**src/rtl/uart_rx_frame.sv**
```systemverilog
// rtl/uart_rx_frame.sv - UART 8N1 receive stage with start confirmation and stop-bit check
//
// Purpose: deserialises 8N1 frames from rs232_rx, running an external baud
// generator through bps_start/clk_bps. A good byte is presented on rx_data
// with a one-cycle rx_int strobe. False starts and bad stop bits never strobe rx_int.
//
// Ports:
//   clk        system clock
//   rst_n      synchronous active-low reset
//   rs232_rx   asynchronous serial line, idle high
//   clk_bps    one-clk pulse at each bit centre from the baud generator
//   bps_start  run request to the baud generator (low holds and clears it)
//   rx_data    last correctly received byte
//   rx_int     one-clk strobe, good byte available
//   frame_err  one-clk strobe, stop bit sampled low
//   rx_busy    frame in progress
module uart_rx_frame #(
   parameter int SYNC_STAGES = 3
) (
   input  logic       clk,
   input  logic       rst_n,
   input  logic       rs232_rx,
   input  logic       clk_bps,
   output logic       bps_start,
   output logic [7:0] rx_data,
   output logic       rx_int,
   output logic       frame_err,
   output logic       rx_busy
);

   typedef enum logic [2:0] {
      S_IDLE,
      S_WAIT_START,
      S_DATA,
      S_STOP,
      S_DONE
   } state_t;

   state_t                 state_q, state_d;
   logic [SYNC_STAGES-1:0] sync_q, sync_d;
   logic                   rxs_d_q, rxs_d_d;
   logic [2:0]             bit_cnt_q, bit_cnt_d;
   logic [7:0]             shift_q, shift_d;
   logic [7:0]             rx_data_q, rx_data_d;
   logic                   rx_int_q, rx_int_d;
   logic                   frame_err_q, frame_err_d;
   logic                   bps_start_q, bps_start_d;
   logic                   rx_busy_q, rx_busy_d;
   logic                   rxs;

   assign rxs = sync_q[SYNC_STAGES-1];

   always_comb begin
      sync_d      = {sync_q[SYNC_STAGES-2:0], rs232_rx};
      rxs_d_d     = rxs;
      state_d     = state_q;
      bit_cnt_d   = bit_cnt_q;
      shift_d     = shift_q;
      rx_data_d   = rx_data_q;
      rx_int_d    = 1'b0;
      frame_err_d = 1'b0;

      case (state_q)
         S_IDLE: begin
            if (rxs_d_q && !rxs) begin
               state_d = S_WAIT_START;
            end
         end
         S_WAIT_START: begin
            // First pulse lands mid start bit: still low confirms a real start.
            if (clk_bps) begin
               if (!rxs) begin
                  state_d   = S_DATA;
                  bit_cnt_d = 3'd0;
               end else begin
                  state_d = S_DONE;
               end
            end
         end
         S_DATA: begin
            // LSB arrives first, so shift right and insert at the top.
            if (clk_bps) begin
               shift_d   = {rxs, shift_q[7:1]};
               bit_cnt_d = bit_cnt_q + 3'd1;
               if (bit_cnt_q == 3'd7) begin
                  state_d = S_STOP;
               end
            end
         end
         S_STOP: begin
            if (clk_bps) begin
               if (rxs) begin
                  rx_data_d = shift_q;
                  rx_int_d  = 1'b1;
               end else begin
                  frame_err_d = 1'b1;
               end
               state_d = S_DONE;
            end
         end
         S_DONE: begin
            // One forced low cycle on bps_start so the generator restarts cleanly.
            state_d = S_IDLE;
         end
         default: begin
            state_d = S_IDLE;
         end
      endcase

      bps_start_d = (state_d == S_WAIT_START) || (state_d == S_DATA) || (state_d == S_STOP);
      rx_busy_d   = bps_start_d;
   end

   always_ff @(posedge clk) begin
      if (!rst_n) begin
         state_q     <= S_IDLE;
         sync_q      <= '1;
         rxs_d_q     <= 1'b1;
         bit_cnt_q   <= 3'd0;
         shift_q     <= 8'h00;
         rx_data_q   <= 8'h00;
         rx_int_q    <= 1'b0;
         frame_err_q <= 1'b0;
         bps_start_q <= 1'b0;
         rx_busy_q   <= 1'b0;
      end else begin
         state_q     <= state_d;
         sync_q      <= sync_d;
         rxs_d_q     <= rxs_d_d;
         bit_cnt_q   <= bit_cnt_d;
         shift_q     <= shift_d;
         rx_data_q   <= rx_data_d;
         rx_int_q    <= rx_int_d;
         frame_err_q <= frame_err_d;
         bps_start_q <= bps_start_d;
         rx_busy_q   <= rx_busy_d;
      end
   end

   assign bps_start = bps_start_q;
   assign rx_data   = rx_data_q;
   assign rx_int    = rx_int_q;
   assign frame_err = frame_err_q;
   assign rx_busy   = rx_busy_q;

endmodule

```
**config.mk**
```make
export PLATFORM = sky130hd
export DESIGN_NAME = uart_rx_frame
export DESIGN_NICKNAME = d
export VERILOG_FILES = /design/src/rtl/uart_rx_frame.sv
export SDC_FILE = /design/constraint.sdc
export NUM_CORES = 1
export LEC_CHECK = 0
export CORE_MARGIN = 1
export CORE_UTILIZATION = 31
export DETAILED_ROUTE_END_ITERATION = 10
export PLACE_DENSITY_LB_ADDON = 0.2
export SYNTH_ARGS = -nofsm -noshare
export SYNTH_HDL_FRONTEND = slang
export SYNTH_SLANG_ARGS = --single-unit
```
**constraint.sdc**
```tcl
create_clock -name clk -period 1.5 [get_ports clk]
set_input_delay 0.15 -clock clk [delete_from_list [all_inputs] [get_ports clk]]
set_output_delay 0.15 -clock clk [all_outputs]
set_load 0.01 [all_outputs]
```
==> summary.md <==
| Metric | Value |
|---|---|
| Commonest non-fill, non-tap cells in the layout | dfxtp_1 (28), clkdlybuf4s50_1 (15), nand3_1 (11), o21ai_0 (10) |
| Post-DP HPWL | 1395 um |
| Worst-Margin Slew | 0.3654 ns |
| Peak VDD IR | 0.0002933 V |
| Post-synth ARST share | 0% |
| Post-DP Area | 0.001326 mm2 |
| Status | finished clean |
| Syn avg cell area | 10.08 um2 |
| Final non-filler cell total | 178 |
| Die area | 0.003953 mm2 |
| # Post-CTS Setup Buffers | 0 |
| Required @ worst endpoint | 1.64 ns |
| Yosys warns | 0 |
| Worst R2R Setup Slack | 0.20 ns |
| Routed vias/inst | 4.579 |
| Fin crit period | 1.299 ns |
| Vias in the first global route | 775 |
| WHS | 0.4040 ns |
| DRC viols | 0 |
| Leakage power | 0.4884 nW |
| Max-Cap Viols | 0 |
| Rows | 21 |
| Final WS setup | 0.2012 ns |
| RR Endpoint | bit_cnt_q[1] |
| Worst hold path depth | 1 |
| RSZ-0062 raised after global routing | no |
| Final Slew Violations | 0 |
| Period utilization | 86.59% |
| Post-synth EDFFs | 0 |
| Drt total wl | 1903 um |
| R2R depth | 3 |
| DRT iter0 DRCs | 30 |
| RePlAce Congestion | 0.6902 |
| Router iterations before antenna repair | 4 |
| Critical Path Max Stage Delay | 0.39 ns |
| Detail Route Antenna Nets | 0 |
| Worst setup path start | sync_q[2] |
| Slowest stage cell, crit path | or3b_1 |
| Worst skew pair latency | 0.27 ns |
| Mapped cell area | 0.001149 mm2 |
| Layout cells sized above 1 | 9.848% |
| Worst slack, placed | 0.01399 ns |
| Syn Nets | 120 |
| Worst path arrival time | 1.44 ns |
| # diodes | 0 |
| CP delay by family, top | compound AO/OA/AOI/OAI gates |
| Tot Pwr | 1.449 mW |
| Utilization after layout | 41.08% |
| Max Buffers Root-to-Sink | 2 |
| Root Driver | clkbuf_8 |
| Chip height | 62.87 um |
| Min-delay worst type | flip-flop to flip-flop |
| Worst Path Buf+Inv | 0 |
| Total Neg Setup Slack | 0 ns |
| Internal power | 1.166 mW |
| P&R area growth vs syn | 23.09% |
| # IOs | 16 |
| Setup Crit Path Kind | flip-flop to flip-flop |
| Reg-to-Reg Start | sync_q[2] |
| Slew margin rel. | 75.56% |
| First-pass GRT wire length | 3512 um |
| Cell area after layout | 0.001414 mm2 |
| Die W | 62.87 um |
| Cells after Synth | 114 |
| Via count | 815 |
| CP cell instances | or3b_1 > a21oi_1 > o21ai_0 |
| Max Freq | 769.9 MHz |
| Clk sinks | 29 |
| Critical Path Source Type | flip-flop |
| CTS Buf Count | 5 |
| Top FF cell, synth | dfxtp_1 |
| Crit Path Max Fanout | 8 |
| Clock Power Share | 42.7% |
| Yosys cell types | 24 |
| Nets | 138 |
| Post-CTS Hold Buffers | 0 |
| H-tree depth | 2 |
| Pin count of the biggest net entering global routing | 13 |
| Hold Vio Cnt, Final | 0 |
| Stages on the worst setup path | 3 |
| Yosys reg bits | 29 |
| Min-delay src | sync_q[1] |
| # setup viols final | 0 |
| Sw Ratio | 19.54% |
| Placed cells | 171 |
| Power Density | 1025 mW/mm2 |
| Most common cell after layout, fill and taps aside | dfxtp_1 |
| Net Sw Power | 283.2 uW |
| Wire length per cell | 10.69 um |
| Post-synthesis sequential area ratio | 50.54% |
| Critical Path End Type | flip-flop |
| CTS tree | yes |
| Total Routing Usage GR | 11.74% |
| I/O Buffers | 15 |
| GRT Residual Overflow | 0 |
| CORE AREA | 0.003442 mm2 |
| Worst clock skew | 0.005691 ns |
| Crit path to | bit_cnt_q[1] |
| Worst-path clk slew | 0.06 ns |
| Initial Util | 33.37% |
| Sequential Power Share | 53.8% |
| Initial antenna violation count | 0 |
| Combinational fraction of design power | 3.5% |
## timing repair
action / 4_1_cts / 5_1_grt
endpoints found under the hold margin: 0 / 0
setup endpoints to repair: 0 / 1
resized for setup: 0 / 1
## power by group through the flow
stage | Combinational (mW) | Clock, mW | Sequential [mW]
global route | 0.0552 | 0.697 | 0.780
detailed placement | 0.0507 | 0 | 0.797
floorplan | 0.0313 | 0 | 0.795
CTS | 0.0507 | 0.643 | 0.780
finish | 0.0501 | 0.619 | 0.780
global placement | 0.0504 | 0 | 0.797
## synth_stat cells, types with 2 or more instances
cell type | n | area share (%)
mux2i_1 | 9 | 7.8
clkbuf_1 | 3 | 0.98
nor3_1 | 2 | 0.87
a21boi_0 | 4 | 2.6
dfxtp_1 | 29 | 51
buf_2 | 2 | 0.87
nand2b_1 | 8 | 4.4
a21oi_1 | 3 | 1.3
a21boi_1 | 4 | 2.6
nand2_1 | 4 | 1.3
ha_1 | 2 | 2.2
and3_1 | 2 | 1.1
nor2b_1 | 9 | 4.9
o21ai_0 | 10 | 4.4
nor2_1 | 4 | 1.3
nand3_1 | 11 | 4.8
## layout make-up
cell class | instances | area, um2
clock buffer | 7 | 86.33
fill | 341 | 2028
multi-input combinational | 77 | 508.0
sequential | 29 | 581.8
tap | 46 | 57.56
timing repair buffer | 19 | 180.2
## worst min-delay path by stage
stage / end / slack, ns
global placement: sync_q[2] / 0.39
global route: sync_q[0] / 0.43
floorplan: sync_q[0] / 0.25
finish: sync_q[2] / 0.40
CTS: sync_q[2] / 0.41
detailed placement: sync_q[2] / 0.39
## kinds of logic after synthesis
kind of cell             after synthesis  synth area share (%)
AO/OA/AOI/OAI                         23                 12.64
adder cells (fa/ha/maj)                2                 2.178
buffers and inverters                  8                 5.229
flip-flops                            29                 50.54
multiplexers                           9                 7.843
AND/OR/NAND/NOR                       43                 21.57
## layer usage
layer / GRT usage (%) / vias up / routed length, um
met5: 0 / - / 0
li1: - / 432 / -
met2: 16.67 / 12 / 837
met4: 7.849 / 0 / 55
met1: 14.25 / 366 / 969
met3: 4.927 / 5 / 41
## sequential cells by signal (all words and copies together) (netlist names)
register / flops
rx_data: 8
shift_q: 8
bit_cnt_q: 3
state_q: 3
sync_q: 3
frame_err: 1
rx_busy: 1
rx_int: 1
rxs_d_q: 1
No activity file was read; power rests on OpenSTA's default activity.
